<file path="src/rtl/sr_pkg.sv">
// rtl/sr_pkg.sv - shared constants and resolution helper for the set/reset flop bank
package sr_pkg;

   // Resolution of a qualified s=r=1 request
   localparam int SR_SET_DOM = 0;
   localparam int SR_RST_DOM = 1;
   localparam int SR_HOLD    = 2;
   localparam int SR_TOGGLE  = 3;

   // Request codes, packed as {r, s}
   localparam logic [1:0] SR_NONE = 2'b00;
   localparam logic [1:0] SR_SET  = 2'b01;
   localparam logic [1:0] SR_RST  = 2'b10;
   localparam logic [1:0] SR_BOTH = 2'b11;

   // Next stored value for a qualified request code
   function automatic logic sr_next(input logic [1:0] code, input logic cur, input int mode);
      logic nxt;
      nxt = cur;
      case (code)
         SR_SET:  nxt = 1'b1;
         SR_RST:  nxt = 1'b0;
         SR_BOTH: begin
            case (mode)
               SR_SET_DOM: nxt = 1'b1;
               SR_RST_DOM: nxt = 1'b0;
               SR_TOGGLE:  nxt = ~cur;
               default:    nxt = cur;
            endcase
         end
         default: nxt = cur;
      endcase
      return nxt;
   endfunction

endpackage

</file>
<file path="src/rtl/sr_chan.sv">
// rtl/sr_chan.sv - one filtered set/reset storage channel with change pulse and sticky conflict
module sr_chan
   import sr_pkg::*;
#(
   parameter int   MODE    = 0,
   parameter int   FILT    = 0,
   parameter logic RST_VAL = 1'b0
) (
   input  logic clk,
   input  logic rst_n,
   input  logic s,
   input  logic r,
   input  logic en,
   input  logic conflict_clr,
   output logic q,
   output logic q_b,
   output logic chg,
   output logic conflict
);

   localparam logic [7:0] FILT_C = 8'(FILT);

   logic [1:0] code;
   logic [1:0] last;
   logic [7:0] cnt;
   logic       qual;
   logic       q_nxt;
   logic       both_hit;

   // Qualify the current code and compute the resolved next value
   always_comb begin
      code     = {r, s};
      qual     = (code == last) && (cnt == FILT_C);
      q_nxt    = qual ? sr_next(code, q, MODE) : q;
      both_hit = en && qual && (code == SR_BOTH) && (MODE != SR_TOGGLE);
   end

   // Stability filter: restart on a new code, saturate the count at FILT
   always_ff @(posedge clk or negedge rst_n) begin
      if (!rst_n) begin
         last <= SR_NONE;
         cnt  <= 8'd0;
      end else if (en) begin
         if (code != last) begin
            last <= code;
            cnt  <= 8'd0;
         end else if (cnt != FILT_C) begin
            cnt <= cnt + 8'd1;
         end
      end
   end

   // Storage with its complement and the change pulse, all from the same edge
   always_ff @(posedge clk or negedge rst_n) begin
      if (!rst_n) begin
         q   <= RST_VAL;
         q_b <= ~RST_VAL;
         chg <= 1'b0;
      end else if (en) begin
         q   <= q_nxt;
         q_b <= ~q_nxt;
         chg <= q_nxt ^ q;
      end else begin
         chg <= 1'b0;
      end
   end

   // Sticky conflict flag; a new conflict beats a clear on the same edge
   always_ff @(posedge clk or negedge rst_n) begin
      if (!rst_n) begin
         conflict <= 1'b0;
      end else if (both_hit) begin
         conflict <= 1'b1;
      end else if (conflict_clr) begin
         conflict <= 1'b0;
      end
   end

endmodule

</file>
<file path="src/rtl/sr_flop_bank.sv">
// rtl/sr_flop_bank.sv - bank of WIDTH independent filtered set/reset channels
module sr_flop_bank
   import sr_pkg::*;
#(
   parameter int               WIDTH   = 8,
   parameter int               MODE    = 0,
   parameter int               FILT    = 0,
   parameter logic [WIDTH-1:0] RST_VAL = {WIDTH{1'b0}}
) (
   input  logic             clk,
   input  logic             rst_n,
   input  logic [WIDTH-1:0] s,
   input  logic [WIDTH-1:0] r,
   input  logic             en,
   input  logic [WIDTH-1:0] conflict_clr,
   output logic [WIDTH-1:0] q,
   output logic [WIDTH-1:0] q_b,
   output logic [WIDTH-1:0] chg,
   output logic [WIDTH-1:0] conflict
);

   // Reject parameter values the channels cannot represent
   if (WIDTH < 1 || WIDTH > 32) begin : g_bad_width
      $error("sr_flop_bank: WIDTH must be 1..32");
   end
   if (MODE < 0 || MODE > 3) begin : g_bad_mode
      $error("sr_flop_bank: MODE must be 0..3");
   end
   if (FILT < 0 || FILT > 255) begin : g_bad_filt
      $error("sr_flop_bank: FILT must be 0..255");
   end

   // One channel per bit; channels share only clock, reset and enable
   for (genvar i = 0; i < WIDTH; i++) begin : g_chan
      sr_chan #(
         .MODE    (MODE),
         .FILT    (FILT),
         .RST_VAL (RST_VAL[i])
      ) u_chan (
         .clk          (clk),
         .rst_n        (rst_n),
         .s            (s[i]),
         .r            (r[i]),
         .en           (en),
         .conflict_clr (conflict_clr[i]),
         .q            (q[i]),
         .q_b          (q_b[i]),
         .chg          (chg[i]),
         .conflict     (conflict[i])
      );
   end

endmodule

</file>
<file path="config.mk">
export PLATFORM = sky130hd
export DESIGN_NAME = sr_flop_bank
export DESIGN_NICKNAME = d
export VERILOG_FILES = /design/src/rtl/sr_pkg.sv /design/src/rtl/sr_chan.sv /design/src/rtl/sr_flop_bank.sv
export SDC_FILE = /design/constraint.sdc
export NUM_CORES = 1
export LEC_CHECK = 0
export BUFFER_PORTS_ARGS = -buffer_cell sky130_fd_sc_hd__clkbuf_2
export CAP_MARGIN = 20
export CORE_AREA = 3 3 115 145
export CTS_BUF_LIST = sky130_fd_sc_hd__clkbuf_8
export CTS_CLUSTER_DIAMETER = 100
export DETAILED_ROUTE_END_ITERATION = 10
export DIE_AREA = 0 0 118 148
export PLACE_DENSITY_LB_ADDON = 0.15
export SLEW_MARGIN = 0
export SYNTH_ARGS = -nofsm -noshare
export SYNTH_HDL_FRONTEND = slang
export SYNTH_SLANG_ARGS = --single-unit
</file>
<file path="constraint.sdc">
create_clock -name clk -period 2.9 [get_ports clk]
set_input_delay 0.29 -clock clk [delete_from_list [all_inputs] [get_ports clk]]
set_output_delay 0.29 -clock clk [all_outputs]
set_load 0.05 [all_outputs]
</file>
# After elaboration in Yosys (flattened, before gate mapping)
# Cells that the tools add are included.
[totals]
register_bits = 112
latch_bits = 0
mem_bits_rw = 0
romBits = 0
input_bits = 27
elab_cells = 248
memories = 0
[classes]
add_sub_neg = 8
mul = 0
div = 0
magnitude_cmp = 0
eq_ne = 40
n_shift = 0
n_mux = 56
bitwise = 16
reduce_logical = 80
[op_table]
columns = ["cell", "count"]
rows = [
  ["2-to-1 mux 8 bit", 16],
  ["adder 8 x 1 -> 8 bit, second input constant", 8],
  ["logical NOT 8 bit", 8],
  ["nonzero test 8 bit", 8],
  ["equality test 2 bit, second input constant", 16],
  ["2-to-1 mux 1 bit", 32],
  ["AND reduction 2 bit", 16],
  ["nonzero test 2 bit", 16],
  ["logical AND 1 bit", 24],
  ["equality test 2 x 1 -> 1 bit, second input constant", 8],
  ["equality test 2 bit", 8],
  ["!= test 2 bit", 8],
  ["case mux 1 bit (2 select lines)", 8],
  ["OR reduction 2 bit", 8],
  ["NOT 1 bit", 8],
  ["bitwise XOR 1 bit", 8],
]

# Logic depth before layout (Yosys ltp)
# Gate-level depths: netlist (run 1).
[logic_depth]
depth_word = 6
mapped_depth = 6
depth_no_buf = 6

# Cells and area by module
# Synthesis (run 1) repeated with hierarchy kept, for this count alone.
[unflattened]
hier_cells = 576
hier_area_um2 = 5925.7
[modules_own_cells]
columns = ["mod", "instances", "cells_each", "area_each_um2", "seq_area_each_um2"]
rows = [
  ["sr_chan", 8, 72, 740.7, 351.6],
]

# Least setup slack after synthesis (run 1)
# OpenSTA, ideal clock, no wires.
[synth_timing]
path_type = "reg2reg"
startpoint = "register g_chan[1].u_chan.cnt[0]"
endpoint = "register g_chan[1].u_chan.cnt[0]"
arrival_time_ps = 1835
path_slack_ps = 940
stages_incl_launch_ff = 7
cell_sequence = "dfrtp_1 inv_1 ha_1 or3b_2 or2_2 o21ai_2 mux2_2"
[synth_between]
elab_chain_len = 3
[synth_rtl]
columns = ["element", "line_no", "rtl"]
rows = [
  ["start: declaration", "sr_chan.sv:25", "logic [7:0] cnt;"],
  ["start signal: assignment", "sr_chan.sv:48", "cnt <= cnt + 8'd1;"],
  ["adder 8 x 1 -> 8 bit / nonzero test 8 bit (equally long branches)", "sr_chan.sv:48, sr_chan.sv:47", ""],
  ["2-to-1 mux 8 bit / nonzero test 2 bit (equally long branches)", "n/a", ""],
  ["2-to-1 mux 8 bit / AND reduction 2 bit (equally long branches)", "n/a", ""],
]
# Several ways; a longest one is shown, not always the timed one. The select of a mux whose other input is x is not followed.
# A chain may end at the register's enable or synchronous reset.

# Worst setup path in the final report (run 1)
# Same ends and word-level chain as after synthesis.

==> results of run 1 <==
path summary, 6_finish.rpt:
path,slack (ps),depth (start not counted),to
worst min-delay path,80,2,g_chan[6].u_chan.conflict
max in group asynchronous,1600,3,g_chan[0].u_chan.q_b
worst min register to register,500,1,g_chan[0].u_chan.conflict
worst max register to register,830,6,g_chan[1].u_chan.cnt[0]
worst max-delay path,830,6,g_chan[1].u_chan.cnt[0]
min in group asynchronous,490,2,g_chan[7].u_chan.chg
cell usage in the layout (no fill, tap or decap), drive strengths merged, types with 10 or more instances in the layout:
cell and instances:
or2 10, inv 42, mux2 19, nand3 44
dfrtp 104, nor3 13, and3 11, ha 16
nor2 28, nand2 48, mux2i 16, clkbuf 66
xnor2 11, a21oi 27, o21ai 38, xor2 29
cell type report:
type / instances / area share (%)
multi-input cells: 419 / 43.3
flip-flops and latches: 112 / 42.8
repair buffers: 62 / 5.37
well taps: 212 / 4.03
inverters: 37 / 2.11
clock buffers: 10 / 2.09
clock inverters: 6 / 0.362
critical path, delay by kind of cell (launching register included):
family	cells	cell delay, ps
adder cells (fa/ha/maj)	1	130
multiplexers	1	350
buffers and inverters	1	80
flip-flops	1	450
AO/OA/AOI/OAI	1	160
AND/OR/NAND/NOR	2	790
registers in the layout, summed over array words and instances (netlist names):
signal / cells
g_chan.u_chan.cnt: 64
g_chan.u_chan.chg: 8
g_chan.u_chan.q: 8
g_chan.u_chan.conflict: 8
g_chan.u_chan.last: 16
g_chan.u_chan.q_b: 8
power breakdown:
part | internal (mW) | leakage, nW | switching [mW]
Sequential | 1.79 | 1.48 | 0.177
Combinational | 0.442 | 1.44 | 0.930
Clock | 0.321 | 0.102 | 0.493
through the flow:
| step | area (sq um) | instances | hold WS, ps | power (mW) |
|---|---|---|---|---|
| floorplan | 6110 | 619 | -5.59 | 3.20 |
| finish | 6580 | 858 | 82.9 | 4.15 |
| CTS | 6580 | 858 | 52.5 | 4.23 |
| detailed placement | 6400 | 841 | 373 | 3.39 |
| global route | 6580 | 858 | 58.1 | 4.44 |
| global placement | 6400 | 841 | 362 | 3.35 |
repair_timing:
action | in CTS | in global routing
gates resized for setup | 0 | 0
hold buffers | 1 | 0
endpoints found under the hold margin | 46 | 0
buffers inserted | 0 | 0
layer usage:
metal,up-vias,GRT usage [%]
met2,63,24.3
met1,2175,17.7
li1,2210,-
met4,0,6.63
met3,20,3.02
met5,-,0
cells by family (layout without fill, tap and decap cells):
logic type	after synthesis	in the layout	synth area share (%)
AOI/OAI and AO/OA	120	120	12.7
DFF	112	112	46.0
xor gates and xnor gates	40	40	5.73
and+or+nand+nor	208	208	18.7
muxes	35	35	6.12
adders and majority gates	16	16	3.28
buffers and inverters	88	115	7.41
==> impl_metrics.csv, run 1 <==
group,metric,value,unit
place,post-place-ws,834,ps
critical_path,crit_path_start,"g_chan[1].u_chan.cnt[0]",
routing,dr_wl_met2,5.80,mm
routing,antenna_left,0,
timing,finalHoldViolations,0,
logic_synthesis,syn-num-nets,662,
pwr,ir_worst_vdd,321,uV
timing,max_freq,0.483,GHz
cells_and_area,n_antenna_cell,0,
cells_and_area,final_util,42.4,%
pwr,leakage,3.02,nW
critical_path,cp-end-kind,"register",
critical_path,required,3170,ps
timing,finalCritPeriodShare,71.5,%
grt,grt-ovfl-total,0,
timing,tightest_slew,713,ps
grt,antenna_found_initial,0,
critical_path,crit_path_cell_trace,"inv_1 > ha_1 > or3b_2 > or2_2 > o21ai_2 > mux2_2",
timing,layout_setup_ws,828,ps
die,row_count,51,
critical_path,path_class,"register to register",
place,gp_congestion,0.805,
routing,m1WireLength,5.34,mm
timing,skew,9.42,ps
logic_synthesis,synth_top_area_share,42.6,%
routing,drt-initial-drc-count,161,
grt,grt_pass1_vias,4491,
routing,wl,11.9,mm
place,io_buffers,58,
cts,clock_latency,380,ps
cts,path_clk_slew,100,ps
critical_path,cp_data_arrival_time,2350,ps
cells_and_area,syn_to_final_growth,7.62,%
logic_synthesis,synth_warnings,0,
logic_synthesis,seq_area_frac_synth,46.0,%
timing,final.setup.tns,0,ps
logic_synthesis,yosys.cell_count.top_type,"dfrtp_1",
place,dp_hpwl,8.27,mm
logic_synthesis,synth.distinct_cells,55,
die,initial_utilization,39.4,%
critical_path,critPathLaunchType,"register",
cells_and_area,fill_cells,1536,
routing,wl_per_cell,13.8,um
die,core,15500,sq um
hold_path,min_path_type,"input pin to register",
status,status,"complete, no violations",
die,die_x,118,um
cells_and_area,final_layout_size_suffix_gt1_share,20.1,%
logic_synthesis,netlist_top_cells_count,"104 x dfrtp_1, 48 x nand2_1, 44 x nand3_1, 37 x inv_1, 34 x o21ai_0",
timing,max_slew_margin,52.1,%
cts,htreeDepth,3,
hold_path,worstHoldStart,"conflict_clr[6]",
timing,rsz0062_at_grt,"false",
die,dieHeight,148,um
routing,vias,4468,
timing,slew_violations,0,
grt,grt_max_degree,72,
critical_path,path_max_fanout,7,
cts,cts.path.max_buffers,2,
logic_synthesis,avgSynthCellArea,9.87,sq um
logic_synthesis,synth-seq-cells,112,
grt,grtUsageTotal,14.4,%
critical_path,r2r_start,"g_chan[1].u_chan.cnt[0]",
critical_path,cp_slowest_cell,"or3b_2",
cells_and_area,multi_input_area,2840,sq um
logic_synthesis,synth_area_leader_cell,"dfrtp_1",
logic_synthesis,syn_area,6110,sq um
pwr,powerDensity,631,nW/um^2
logic_synthesis,synth_edf_count,0,
cts,cts_tree,"built",
cells_and_area,fin_nets,684,
die,dieArea,17500,sq um
die,io_pins,59,
routing,vias_per_cell,5.21,
routing,dr.pass1.iters,4,
logic_synthesis,synth_area_leaders,"dfrtp_1 43%, xor2_1 4.2%, buf_4 3.9%",
routing,highest_layer,"met4",
cts,cts_sinks,112,
grt,grt_pass1_wl,20.9,mm
logic_synthesis,netlist_instances,619,
logic_synthesis,synthFlopType,"dfrtp_1",
timing,fin_crit,2070,ps
cts,numCtsBuffers,9,
run,drv_cap,0,
critical_path,critPathMaxStageDelay,470,ps
routing,met3_length,404,um
timing,setup_viol_count_final,0,
cts,cts-root-buf,"clkbuf_8",
routing,route.detailed.drc,0,
cells_and_area,final-seq-area,2810,sq um
logic_synthesis,ys_async_sr_fraction,100,%
Note: power is estimated with default switching activity, not from simulation.
==> run 2: changes to the inputs <==
==> constraint.sdc (replaced) <==
create_clock -name clk -period 1.65 [get_ports clk]
set_input_delay 0.165 -clock clk [delete_from_list [all_inputs] [get_ports clk]]
set_output_delay 0.165 -clock clk [all_outputs]
set_load 0.05 [all_outputs]
==> impl_metrics.csv, run 2 (same netlist as run 1, synthesis figures left out) <==
group,metric,value,unit
grt,antenna_found_initial,0,
critical_path,critPathMaxStageDelay,480,ps
grt,grt_pass1_vias,5097,
die,die_x,118,um
cells_and_area,fill_cells,1444,
routing,antenna_left,0,
routing,dr_wl_met2,7.06,mm
cells_and_area,final_common_cell,"buf_4",
timing,slew_violations,0,
cells_and_area,final_util,51.8,%
cells_and_area,multi_input_area,3240,sq um
timing,skew,19.8,ps
grt,grtUsageTotal,16.2,%
cells_and_area,n_antenna_cell,0,
routing,met3_length,364,um
critical_path,path_max_fanout,3,
routing,highest_layer,"met4",
hold_path,min_path_cells,3,
critical_path,r2r_cells,7,
place,place_inst,939,
critical_path,cp-end-kind,"register",
cts,cts_tree,"built",
routing,m1WireLength,6.10,mm
die,io_pins,59,
timing,finalCritPeriodShare,117,%
grt,grt_pass1_wl,23.6,mm
cts,path_clk_slew,120,ps
critical_path,required,1970,ps
die,core,15500,sq um
timing,tightest_slew,542,ps
timing,max_slew_margin,63.8,%
cts,numCtsBuffers,9,
timing,setup_viol_count_final,38,
timing,fin_crit,1940,ps
critical_path,cp_slowest_cell,"or4_4",
grt,grt-ovfl-total,0,
critical_path,critPathLaunchType,"register",
status,violations,"negative setup slack",
cells_and_area,syn_to_final_growth,31.4,%
critical_path,crit_path_cell_trace,"inv_1 > ha_1 > or4b_4 > or4_4 > nor3_4 > buf_4 > a311oi_2",
routing,vias,5020,
critical_path,path_class,"register to register",
routing,route.detailed.drc,0,
timing,layout_setup_ws,-289,ps
grt,grt_max_degree,39,
timing,final.setup.tns,-5040,ps
routing,drt-initial-drc-count,184,
cells_and_area,largest_registers,"g_chan.u_chan.cnt: 64 flops, g_chan.u_chan.last: 16 flops",
die,dieHeight,148,um
cells_and_area,largest_reg_flops,64,
timing,finalHoldViolations,0,
cells_and_area,final_layout_size_suffix_gt1_share,40.4,%
run,drv_cap,0,
cells_and_area,final_cells,984,
die,initial_utilization,39.4,%
cts,cts_sinks,112,
timing,max_freq,0.516,GHz
cells_and_area,final-seq-area,2810,sq um
routing,wl,13.8,mm
pwr,leakage,3.77,nW
place,dp_hpwl,9.83,mm
cts,clock_latency,400,ps
critical_path,cp_data_arrival_time,2250,ps
cells_and_area,max_flop_register,"g_chan.u_chan.cnt",
routing,vias_per_cell,5.10,
routing,wl_per_cell,14.0,um
pwr,ir_worst_vdd,831,uV
cts,cts-root-buf,"clkbuf_8",
status,status,"finished with violations",
place,io_buffers,58,
cts,cts.path.max_buffers,2,
cells_and_area,fin_nets,810,
place,gp_congestion,0.803,
routing,dr.pass1.iters,4,
timing,rsz0062_at_grt,"true",
pwr,total_power,8.66,mW
cells_and_area,most-common-layout-cells,"110 x buf_4, 104 x dfrtp_1, 56 x clkbuf_2, 42 x nand3_1, 42 x nand2_1",
die,dieArea,17500,sq um
pwr,powerDensity,1080,nW/um^2
hold_path,min_path_type,"input pin to register",
cts,htreeDepth,3,
die,row_count,51,
-- run 2: repair_timing --
item | CTS | global route
gates resized for setup | 30 | 48
hold buffers | 4 | 0
hold endpoints to repair | 25 | 0
pin swaps | 27 | 31
setup endpoints to repair | 49 | 52
buffers inserted | 14 | 11
-- run 2: power by group --
part,switching (mW),internal (mW)
registers,0.282,3.14
logic,2.04,1.54
clock network,0.966,0.694
-- run 2: final cells by class --
class | count | area share (%)
clock inverters | 7 | 0.779
multi-input cells | 419 | 40.4
inverters | 37 | 1.73
flip-flops and latches | 112 | 35.0
well taps | 212 | 3.30
clock buffers | 9 | 1.54
repair buffers | 188 | 17.2
-- run 2: path summary, 6_finish.rpt --
| check | endpoint | slack [ps] | start |
|---|---|---|---|
| max in group asynchronous | g_chan[3].u_chan.q_b | 830 | rst_n |
| setup / recovery | g_chan[4].u_chan.q_b | -290 | g_chan[4].u_chan.cnt[0] |
| min in group asynchronous | g_chan[7].u_chan.cnt[1] | 210 | rst_n |
| setup reg to reg | g_chan[4].u_chan.q_b | -290 | g_chan[4].u_chan.cnt[0] |
| hold / removal | g_chan[2].u_chan.conflict | 20 | conflict_clr[2] |
| hold reg to reg | g_chan[0].u_chan.q_b | 510 | g_chan[0].u_chan.q |
-- run 2: per-layer routing --
layer | global-route usage (%) | vias to the layer above
met1 | 19.9 | 2472
met4 | 6.22 | 0
li1 | - | 2458
met3 | 2.41 | 15
met2 | 28.9 | 75
met5 | 0 | -
-- run 2: metrics by stage --
| stage | cell area (sq um) | hold WS (ps) | setup slack (ps) |
|---|---|---|---|
| 2_1_floorplan | 6230 | -131 | -185 |
| 3_5_place_dp | 7290 | 108 | -252 |
| 6_report | 8030 | 25.0 | -289 |
| 5_1_grt | 8030 | 29.5 | -353 |
| 4_1_cts | 7750 | 19.3 | -259 |
| 3_3_place_gp | 7290 | 110 | -181 |
-- run 2: critical path, delay by kind of cell, from the launching register on --
kind	cells	cell delay, ps
buffers and inverters	2	200
adders and majority gates	1	130
and+or+nand+nor	3	1120
DFF	1	390
AOI/OAI and AO/OA	1	30
